**config.mk**
```make
export PLATFORM = sky130hd
export DESIGN_NAME = hazard_ctrl
export DESIGN_NICKNAME = d
export VERILOG_FILES = /design/src/rtl/hazard_ctrl.sv
export SDC_FILE = /design/constraint.sdc
export NUM_CORES = 1
export LEC_CHECK = 0
export ABC_AREA = 1
export BUFFER_PORTS_ARGS = -buffer_cell sky130_fd_sc_hd__buf_2
export CORE_MARGIN = 2
export CORE_UTILIZATION = 40
export DETAILED_ROUTE_END_ITERATION = 16
export HOLD_SLACK_MARGIN = 0.08
export MAX_ROUTING_LAYER = met4
export PLACE_DENSITY = 0.67
export SKIP_LAST_GASP = 1
export SLEW_MARGIN = 20
export SYNTH_ARGS = -nofsm -noshare
export SYNTH_HDL_FRONTEND = slang
export SYNTH_SLANG_ARGS = --single-unit
```
**constraint.sdc**
```tcl
create_clock -name clk -period 1.81 [get_ports clk]
set_input_delay 0.362 -clock clk [delete_from_list [all_inputs] [get_ports clk]]
set_output_delay 0.362 -clock clk [all_outputs]
set_load 0.005 [all_outputs]
```
**src/rtl/hazard_ctrl.sv**
```systemverilog
// Pipeline hazard controller: operand forwarding selects, data/MDU stall and the MDU busy sequencer.
// Optional stall statistics counters are enabled with `define HAZARD_CTRL_STATS_EN.
module hazard_ctrl #(
  parameter int MULT_CYCLES = 5,
  parameter int DIV_CYCLES  = 10,
  parameter int CNT_W       = 4
) (
  input  logic       clk,
  input  logic       reset,
  input  logic [4:0] D_rs_addr,
  input  logic [4:0] D_rt_addr,
  input  logic [1:0] D_tuse_rs,
  input  logic [1:0] D_tuse_rt,
  input  logic       D_md_use,
  input  logic [4:0] E_rs_addr,
  input  logic [4:0] E_rt_addr,
  input  logic [4:0] E_wr_addr,
  input  logic [1:0] E_tnew,
  input  logic [4:0] M_wr_addr,
  input  logic [1:0] M_tnew,
  input  logic [4:0] W_wr_addr,
  input  logic       E_md_start,
  input  logic       E_md_op,
  input  logic       flush,
  output logic       stall,
  output logic [1:0] D_ForwardRD1Mux_Sel,
  output logic [1:0] D_ForwardRD2Mux_Sel,
  output logic [1:0] E_ForwardRS_Sel,
  output logic [1:0] E_ForwardRT_Sel,
  output logic       md_busy
`ifdef HAZARD_CTRL_STATS_EN
  ,
  output logic [31:0] stall_cnt,
  output logic [31:0] md_stall_cnt
`endif
);

  // M result is only forwardable once it is actually produced (tnew == 0); M beats W.
  function automatic logic [1:0] fwd_sel(input logic [4:0] src, input logic [4:0] m_wr,
                                         input logic [1:0] m_tnew, input logic [4:0] w_wr);
    logic [1:0] sel;
    sel = 2'd0;
    if (src != 5'd0) begin
      if (m_wr == src && m_tnew == 2'd0) sel = 2'd2;
      else if (w_wr == src)              sel = 2'd1;
    end
    return sel;
  endfunction

  function automatic logic data_stall(input logic [4:0] src, input logic [1:0] tuse,
                                      input logic [4:0] e_wr, input logic [1:0] e_tnew,
                                      input logic [4:0] m_wr, input logic [1:0] m_tnew);
    return (src != 5'd0) && (tuse != 2'd3) &&
           ((e_wr == src && e_tnew > tuse) || (m_wr == src && m_tnew > tuse));
  endfunction

  logic [CNT_W-1:0] r_cnt;
  logic             w_rs_stall;
  logic             w_rt_stall;
  logic             w_md_stall;

  assign D_ForwardRD1Mux_Sel = fwd_sel(D_rs_addr, M_wr_addr, M_tnew, W_wr_addr);
  assign D_ForwardRD2Mux_Sel = fwd_sel(D_rt_addr, M_wr_addr, M_tnew, W_wr_addr);
  assign E_ForwardRS_Sel     = fwd_sel(E_rs_addr, M_wr_addr, M_tnew, W_wr_addr);
  assign E_ForwardRT_Sel     = fwd_sel(E_rt_addr, M_wr_addr, M_tnew, W_wr_addr);

  assign w_rs_stall = data_stall(D_rs_addr, D_tuse_rs, E_wr_addr, E_tnew, M_wr_addr, M_tnew);
  assign w_rt_stall = data_stall(D_rt_addr, D_tuse_rt, E_wr_addr, E_tnew, M_wr_addr, M_tnew);
  assign md_busy    = (r_cnt != '0);
  // A start in E blocks a dependent MDU op in D even before the counter is loaded.
  assign w_md_stall = D_md_use && (md_busy || E_md_start);
  assign stall      = w_rs_stall || w_rt_stall || w_md_stall;

  always_ff @(posedge clk or negedge reset) begin
    if (!reset)              r_cnt <= '0;
    else if (flush)          r_cnt <= '0;
    else if (E_md_start)     r_cnt <= E_md_op ? CNT_W'(DIV_CYCLES) : CNT_W'(MULT_CYCLES);
    else if (r_cnt != '0)    r_cnt <= r_cnt - 1'b1;
  end

`ifdef HAZARD_CTRL_STATS_EN
  always_ff @(posedge clk or negedge reset) begin
    if (!reset) begin
      stall_cnt    <= '0;
      md_stall_cnt <= '0;
    end else begin
      if (stall)      stall_cnt    <= stall_cnt + 32'd1;
      if (w_md_stall) md_stall_cnt <= md_stall_cnt + 32'd1;
    end
  end
`endif

endmodule

```
==> results_dict.tcl, run 1 <==
set metrics [dict create \
    yosysTopAreaCellShare 0.1548 \
    rr_startpoint "r_cnt[0]" \
    layout.cells.non_filler 327 \
    slowest_stage "ha_4" \
    ff2ff_setup_slack_ns 0.40 \
    vias 1604 \
    top_register "r_cnt" \
    start_util 0.4165 \
    crit_end "stall" \
    grt_pass1_vias 1362 \
    place_inst 322 \
    synth_cell_types 25 \
    synth.top_cells.by_count "nand2_1 (52), inv_1 (43), nor2_1 (18)" \
    diodes 0 \
    post-route-min-period_ns 1.749 \
    cts_tree "yes" \
    cpMostUsedCell "nand2_1" \
    synth_area_um2 1261 \
    post-dp-hpwl_mm 3.102 \
    rsz0062_at_grt "true" \
    ys_seq_area_frac 0.07937 \
    wl_per_cell_um 11.61 \
    grt_max_degree 7 \
    yosysWarnings 0 \
    path_cells "buf_2 > inv_4 > ha_4 > nand2_1 > inv_1 > a21oi_2 > nand4_1 > nand2_1 > nand2_1 > nand3_1 > buf_2" \
    cpLargestDelayFamily "simple AND/OR/NAND/NOR gates" \
    synth.most_common_cell "nand2_1" \
    cap_violations 0 \
    drtAntennaViolNets 0 \
    status "completed" \
    clock_path_buffers 2 \
    synth-edff-count 0 \
    core_um2 3028 \
    synth_area_leaders "nand2_1 (15%), inv_1 (13%), xor2_1 (11%), ha_1 (8.9%), dfrtp_1 (7.9%)" \
    synthFlopType "dfrtp_1" \
    synthCells 220 \
    tightest_slew_ns 0.2847 \
    worstSkewPairLatency_ns 0.23 \
    n_fill_cell 335 \
    htree_levels 1 \
    synth_seq_cells 4 \
    largest_reg_flops 4 \
    rows 20 \
    path_clk_slew_ns 0.03 \
    antenna_found_initial 0 \
    drive_gt1_frac 0.2827 \
    critPathKind "in2out" \
    globalplace.congestion 0.8534 \
    cts_made_buffers 3 \
    endpoint_kind "primary output" \
    grt_pass1_wl_mm 5.740 \
    numPortBuffers 58 \
    cp_num_buf_inv 4 \
    die_x_um 60.15 \
    die-height_um 60.15 \
    timing.rr.end "r_cnt[3]" \
    p_leak_uw 0.0009659 \
    nets 343 \
    hold_violations 0 \
    fp.dieArea_um2 3618 \
    clock_sinks 4 \
    drcViolationCount 0 \
    hold_ws_ns 0.3912 \
    root_buffer "clkbuf_4" \
    vias_per_cell 4.905 \
    min_delay_path_depth 3 \
    drtIter0Drc 104 \
    yosysTopAreaCell "nand2_1" \
    wl_met2_mm 1.852 \
    period_share 0.9664 \
    finalSetupViolCount 0 \
    worstRegToRegCells 8 \
    areaGrowthSynthToFinish_pct 37.20 \
    relSlewSlack 0.8085 \
    io_pins 59 \
    crit_path_start_kind "primary input" \
    startpoint "D_tuse_rs[1]" \
    power.density_nw_per_um2 355.1 \
    post_synth.cell_area_avg_um2 5.733 \
    path_depth 11 \
    cp.arrival_ns 1.39 \
    wl_mm 3.798 \
    peakVddDrop_v 0.0001572 \
    fin_worst_skew_ns 0.003195 \
    dr_wl_met3_um 190 \
    grtUsageTotal 0.2124 \
    postSynth.asyncResetShare 1.000 \
    highest_layer "met4" \
    crit_required_ns 1.45 \
    syn_nets 278 \
    slowest_delay_ns 0.20 \
    fmax_ghz 0.5717 \
    hold_path_class "in2reg" \
    wl_met1_mm 1.722 \
    grt-ovfl-total 0 \
    drv_slew 0 \
    dr.pass1.iters 4 \
    top_regs "r_cnt x4" \
    cp_max_fo 2 \
]
[repair_timing]
| item | CTS | global route |
|---|---|---|
| endpoints found under the setup margin | 1 | 1 |
| hold buffers | 1 | 0 |
| pin swaps | 0 | 6 |
| hold endpoints to repair | 4 | 0 |
| buffers inserted | 0 | 1 |
| resized for setup | 2 | 15 |
[power breakdown]
group	switching, µW	internal (µW)	total (µW)
clock	33.8	73.9	108
sequential	8.20	103	111
combinational	219	176	396
total	262	353	614
[kinds of logic after synthesis]
family / synth area share
buf+inv: 0.1369
xor+xnor: 0.1875
simple gates: 0.3770
compound gates: 0.1300
flops: 0.07937
fa+ha+maj: 0.08929
[cells in the final DEF (no fill, tap or decap), types with 4 or more instances in the layout]
master   count
nor3_1      10
o22ai_1      5
xor2_1      16
inv_1       39
dfrtp_1      4
nand4_1      6
a21oi_1      8
xnor2_1     11
nor2_1      18
nand2_1     52
buf_2       58
o21ai_0      6
ha_4         6
nand3_1     12
[tightest hold or removal path: cells and delay by family]
kind | cells | cell delay, ns
buffers and inverters | 2 | 0.15
AO/OA/AOI/OAI | 1 | 0.08
[layer usage]
metal  track usage  vias up
li1              -      834
met1        0.2678      714
met2        0.3742       52
met3       0.01299        4
met4       0.03810        0
met5             -        -
[through the flow]
step	setup slack [ns]	TNS (ns)	utilization	power, µW	cell area, µm²
2_1_floorplan	0.2843	0	-	325.0	1261
3_3_place_gp	0.03420	0	0.5293	473.3	1603
3_5_place_dp	-0.004575	-0.004575	0.5293	473.0	1603
4_1_cts	0.02154	0	0.5413	585.0	1639
5_1_grt	-0.02598	-0.02598	0.5715	674.0	1730
6_report	0.06074	0	0.5715	614.4	1730
[worst min path at each step]
stage | slack [ns] | startpoint | to
after global placement | 0.17 | reset | r_cnt[3]
final | 0.39 | E_md_start | r_cnt[3]
after CTS | 0.39 | E_md_start | r_cnt[3]
after detailed placement | 0.17 | reset | r_cnt[3]
after global routing | 0.44 | E_md_start | r_cnt[3]
after floorplan | 0.07 | reset | r_cnt[0]
[cell type report]
cell class,instances,area (µm²),share of cell area
tap,44,55.05,0.03181
inverter,43,163.9,0.09472
clock buffer,3,22.52,0.01302
sequential,4,100.1,0.05785
multi-input combinational,172,1074,0.6204
timing repair buffer,61,315.3,0.1822
Power figures use the tool's default switching activity.
==> inputs of run 2 (changes only) <==
- CORE_ASPECT_RATIO: not set -> 1.2
- clock period: 1.81 -> 2 ns (I/O delays scaled with it)
==> run 2 against run 1 <==
  * Sequential power fell by 9.9%
  * Combinational power down 17%
  * Critical path depth unchanged
  * Clock power is 8% lower
  * Cell count down 2.8%
  * Via count shrank 4.6%
  * Largest cell class unchanged
  * Largest power group unchanged
==> results_dict.tcl, run 2 (synthesized netlist as in run 1, its figures left out) <==
set metrics [dict create \
    cp_num_buf_inv 3 \
    status "completed" \
    cts_setup_buffers 0 \
    post-dp-hpwl_mm 3.092 \
    peakVddDrop_v 0.0003073 \
    io_pins 59 \
    fin_tns_setup_ns 0 \
    vias 1530 \
    diodes 0 \
    rr_startpoint "r_cnt[0]" \
    layout_common_cells "buf_2 (58), nand2_1 (52), inv_1 (43)" \
    nets 342 \
    die_x_um 55.26 \
    post-route-min-period_ns 1.871 \
    dp_slack_ns 0.1175 \
    cts_made_buffers 3 \
    hold_violations 0 \
    fmax_ghz 0.5344 \
    clockPowerShare 0.188 \
    grt_pass1_wl_mm 6.092 \
    swShare 0.4216 \
    drtAntennaViolNets 0 \
    core_um2 3028 \
    path_depth 11 \
    p_int_uw 305.1 \
    ff2ff_setup_slack_ns 0.63 \
    p_leak_uw 0.0009628 \
    areaGrowthSynthToFinish_pct 28.87 \
    pwr-share-seq 0.190 \
    dr.pass1.iters 4 \
    largest_reg_flops 4 \
    grt_max_degree 7 \
    top_regs "r_cnt x4" \
    crit_end "stall" \
    fin_worst_skew_ns 0.002690 \
    grt_pass1_vias 1550 \
    root_buffer "clkbuf_4" \
    numPortBuffers 58 \
    grtUsageTotal 0.2081 \
    cpMostUsedCell "nand2_1" \
    slowest_delay_ns 0.30 \
    relSlewSlack 0.7999 \
    top_register "r_cnt" \
    cts_tree "yes" \
    wl_per_cell_um 11.23 \
    slowest_stage "ha_1" \
    worstSkewPairLatency_ns 0.24 \
    crit_path_start_kind "primary input" \
    critPathKind "in2out" \
    tightest_slew_ns 0.2974 \
    drtIter0Drc 39 \
    drcViolationCount 0 \
    clock_sinks 4 \
    drive_gt1_frac 0.2340 \
    vias_per_cell 4.811 \
    wl_mm 3.570 \
    crit_required_ns 1.60 \
    finalSetupViolCount 0 \
    die-height_um 65.51 \
    place_inst 314 \
    cp_max_fo 2 \
    antenna_found_initial 0 \
    endpoint_kind "primary output" \
    fp.dieArea_um2 3620 \
    grt-ovfl-total 0 \
    clock_path_buffers 2 \
    drv_slew 0 \
    path_clk_slew_ns 0.03 \
    period_share 0.9356 \
    layout.cells.non_filler 318 \
    hold_path_class "in2reg" \
    final_common_cell "buf_2" \
    startpoint "D_tuse_rt[1]" \
    htree_levels 1 \
    setup_ws_ns 0.1288 \
    start_util 0.4165 \
    p_sw_uw 222.4 \
    power.density_nw_per_um2 324.5 \
    rows 22 \
    timing.rr.end "r_cnt[0]" \
    worstRegToRegCells 5 \
    cpLargestDelayFamily "simple AND/OR/NAND/NOR gates" \
    rsz0062_at_grt "false" \
    power_frac_comb 0.622 \
    globalplace.congestion 0.8609 \
    cp.arrival_ns 1.47 \
    path_cells "buf_2 > inv_1 > ha_1 > nand2_1 > o21ai_0 > nor2_1 > nand3_1 > nand2_1 > nand2_1 > nand3_1 > buf_2" \
    cap_violations 0 \
]
run 2: cell types whose count changed in the layout (fill, tap and decap cells not counted), sizes merged:
cell / before / now
buf: 60 / 59
run 2: power by group through the flow:
stage | combinational, µW | clock, µW | sequential (µW)
6_report | 328 | 99.1 | 100
5_1_grt | 375 | 108 | 101
4_1_cts | 330 | 101 | 100
3_5_place_dp | 326 | 0 | 101
3_3_place_gp | 325 | 0 | 101
2_1_floorplan | 194 | 0 | 99.8
run 2: area by class of cell:
| type | count | area, µm² |
|---|---|---|
| inverters | 43 | 161.4 |
| flip-flops and latches | 4 | 100.1 |
| multi-input cells | 172 | 988.4 |
| fillers | 328 | 1403 |
| clock buffers | 3 | 22.52 |
| repair buffers | 60 | 307.8 |
| well taps | 36 | 45.04 |
run 2: repair_timing:
action,CTS,global route
endpoints found under the hold margin,4,0
gates resized for setup,0,0
hold buffers,1,0
run 2: metrics by stage:
step | utilization | hold slack, ns | power (µW) | area [µm²]
global placement | 0.5260 | 0.2062 | 426.3 | 1593
CTS | 0.5368 | 0.4181 | 531.8 | 1625
detailed placement | 0.5260 | 0.2113 | 426.8 | 1593
finish | 0.5368 | 0.4234 | 527.5 | 1625
global route | 0.5368 | 0.4334 | 584.5 | 1625
floorplan | - | 0.1044 | 294.1 | 1261
run 2: worst min path at each step:
stage	start	end	slack, ns	cells after the start
after floorplan	reset	r_cnt[0]	0.10	0
after detailed placement	reset	r_cnt[3]	0.21	1
after global routing	E_md_start	r_cnt[3]	0.43	3
final	E_md_start	r_cnt[3]	0.42	3
after global placement	reset	r_cnt[3]	0.21	1
after CTS	E_md_start	r_cnt[3]	0.42	3
run 2: worst reg2reg max path, cell delays in order, from the launching register on:
cell	delay, ns
dfrtp_1	0.36
inv_1	0.10
ha_1	0.21
nand4_1	0.20
or2_1	0.27
o22ai_1	0.14
run 2: routing by layer:
| layer | vias up | wire, µm | global-route usage |
|---|---|---|---|
| li1 | 828 | - | - |
| met1 | 646 | 1493 | 0.2151 |
| met2 | 49 | 1784 | 0.4033 |
| met3 | 7 | 197 | 0.02165 |
| met4 | 0 | 93 | 0.07927 |
| met5 | - | 0 | - |
==> inputs of run 3 (changes only) <==
- ABC_AREA: 1 -> not set
- PLACE_DENSITY: 0.67 -> 0.69
==> run 3 against run 2 <==
  * The run now ends with setup timing left
  * Sequential power hardly changed
  * Combinational power is 20% higher
  * Synthesized cell count is 35% lower
  * Design area is 5.5% higher
  * Clock skew is 0.0035 ns higher
  * First-iteration DRC count is 67% lower
  * Sequential share of layout area is 0.32 points lower
  * Critical endpoint unchanged
  * Largest cell class unchanged
==> results_dict.tcl, run 3 <==
set metrics [dict create \
    p_leak_uw 0.0007782 \
    synth_seq_cells 4 \
    cts_made_buffers 3 \
    use_met1 0.2456 \
    vias_per_cell 5.189 \
    synthCells 144 \
    post_synth.cell_area_avg_um2 7.742 \
    violations "setup timing" \
    globalplace.congestion 0.8865 \
    largest_reg_flops 4 \
    synth_area_um2 1115 \
    synth_area_leaders "xor2_1 (21%), xnor2_1 (20%), ha_1 (10%), dfrtp_1 (9.0%), nor4_1 (4.5%)" \
    holdCritStartpoint "flush" \
    die_x_um 52.19 \
    areaGrowthSynthToFinish_pct 53.76 \
    hold_path_class "in2reg" \
    grt-ovfl-total 0 \
    fin_worst_skew_ns 0.006205 \
    grt_pass1_vias 1246 \
    drcViolationCount 0 \
    drtIter0Drc 13 \
    io_pins 59 \
    synth-edff-count 0 \
    fp.dieArea_um2 3227 \
    cp.arrival_ns 1.60 \
    grtUsageTotal 0.2143 \
    core_um2 2603 \
    met3_usage 0.01675 \
    wl_mm 3.427 \
    place_inst 242 \
    dr.pass1.iters 4 \
    synth.top_cells.by_count "xor2_1 (27), xnor2_1 (25), ha_1 (9), inv_1 (9), nand2_1 (9)" \
    cts_tree "yes" \
    nets 276 \
    yosysWarnings 0 \
    status "finished with violations" \
    min_delay_path_depth 2 \
    yosysTopAreaCellShare 0.2121 \
    power.density_nw_per_um2 342.1 \
    peakVddDrop_v 0.0003309 \
    die-height_um 61.83 \
    top_register "r_cnt" \
    ff2ff_setup_slack_ns 0.32 \
    rsz0062_at_grt "true" \
    start_util 0.4284 \
    vias 1292 \
    synthFlopType "dfrtp_1" \
    ys_seq_area_frac 0.08979 \
    hold_ws_ns 0.3740 \
    grt_busiest_layer "met2" \
    syn_nets 202 \
    crit_required_ns 1.60 \
    critPathKind "in2out" \
    grt_pass1_wl_mm 5.030 \
    antenna_found_initial 0 \
    hold_violations 0 \
    grt_max_degree 8 \
    tightest_slew_ns 0.3388 \
    drtAntennaViolNets 0 \
    diodes 0 \
    path_clk_slew_ns 0.04 \
    drv_slew 0 \
    rows 20 \
    synth.most_common_cell "xor2_1" \
    endpoint_kind "primary output" \
    relSlewSlack 0.7720 \
    rr_startpoint "r_cnt[0]" \
    cp_max_fo 2 \
    numPortBuffers 58 \
    layout_common_cells "buf_2 (53), xor2_1 (27), xnor2_1 (24)" \
    yosysTopAreaCell "xor2_1" \
    cap_violations 0 \
    post-route-min-period_ns 2.003 \
    grtUsageMet2 0.4069 \
    drive_gt1_frac 0.4583 \
    htree_levels 1 \
    dp_slack_ns -0.1457 \
    fmax_ghz 0.4994 \
    top_regs "r_cnt x4" \
    synth_cell_types 30 \
    finalSetupViolCount 1 \
    worstSkewPairLatency_ns 0.23 \
    worstRegToRegCells 8 \
    post-dp-hpwl_mm 2.818 \
    wl_per_cell_um 13.76 \
    period_share 1.001 \
    clock_path_buffers 2 \
    postSynth.asyncResetShare 1.000 \
    hold_path_end "r_cnt[1]" \
    layout.cells.non_filler 249 \
    clock_sinks 4 \
    final_common_cell "buf_2" \
    setup_ws_ns -0.002548 \
    fin_tns_setup_ns -0.002548 \
    crit_path_start_kind "primary input" \
    timing.rr.end "r_cnt[0]" \
    root_buffer "clkbuf_4" \
]
run 3: power breakdown:
part           internal (µW)  switching [µW]
registers               89.9            8.47
logic                    202             189
clock network           66.9            29.6
run 3: critical path, stage by stage:
cell and delay (ns):
buf_6 0.11, ha_4 0.26, nor2b_2 0.13, o21ai_1 0.09, a2111oi_2 0.21, a21oi_1 0.07
o211ai_1 0.20, buf_2 0.14
run 3: logic make-up after synthesis:
family / count (synthesis) / synth area share
xor+xnor: 52 / 0.4085
simple gates: 47 / 0.2379
mux: 1 / 0.01010
buf+inv: 12 / 0.04714
flops: 4 / 0.08979
fa+ha+maj: 9 / 0.1010
compound gates: 19 / 0.1055
run 3: layout make-up:
cell class              instances  area (µm²)
fillers                       251       888.4
clock buffers                   3       22.52
repair buffers                 72       429.2
inverters                       9       41.29
flip-flops and latches          4       100.1
well taps                      33       41.29
multi-input cells             128        1080
run 3: worst max path at each step:
stage,start,endpoint,slack [ns]
global route,E_tnew[1],stall,-0.08
finish,E_tnew[1],stall,-0.003
floorplan,D_tuse_rs[1],stall,0.15
global placement,D_tuse_rs[1],stall,-0.08
CTS,D_tuse_rs[1],stall,-0.04
detailed placement,D_tuse_rs[1],stall,-0.15
run 3: what timing repair did:
item | 4_1_cts | 5_1_grt
buffers inserted | 2 | 1
hold buffers | 1 | 0
pin swaps | 6 | 17
gates resized for setup | 12 | 27
endpoints found under the hold margin | 4 | 0
setup endpoints to repair | 2 | 5
run 3: stage by stage:
stage	power (µW)	utilization	area [µm²]
final	586.5	0.6587	1714
after detailed placement	428.2	0.5774	1503
after floorplan	284.9	-	1115
after global placement	413.8	0.5774	1503
after global routing	636.1	0.6587	1714
after CTS	544.8	0.6101	1588
run 3: per-layer routing:
layer	up-vias	part of all wire	routed length, µm
met5	-	0	0
met4	0	0.010	35
met3	4	0.042	144
met2	44	0.54	1840
met1	595	0.41	1407
li1	649	-	-
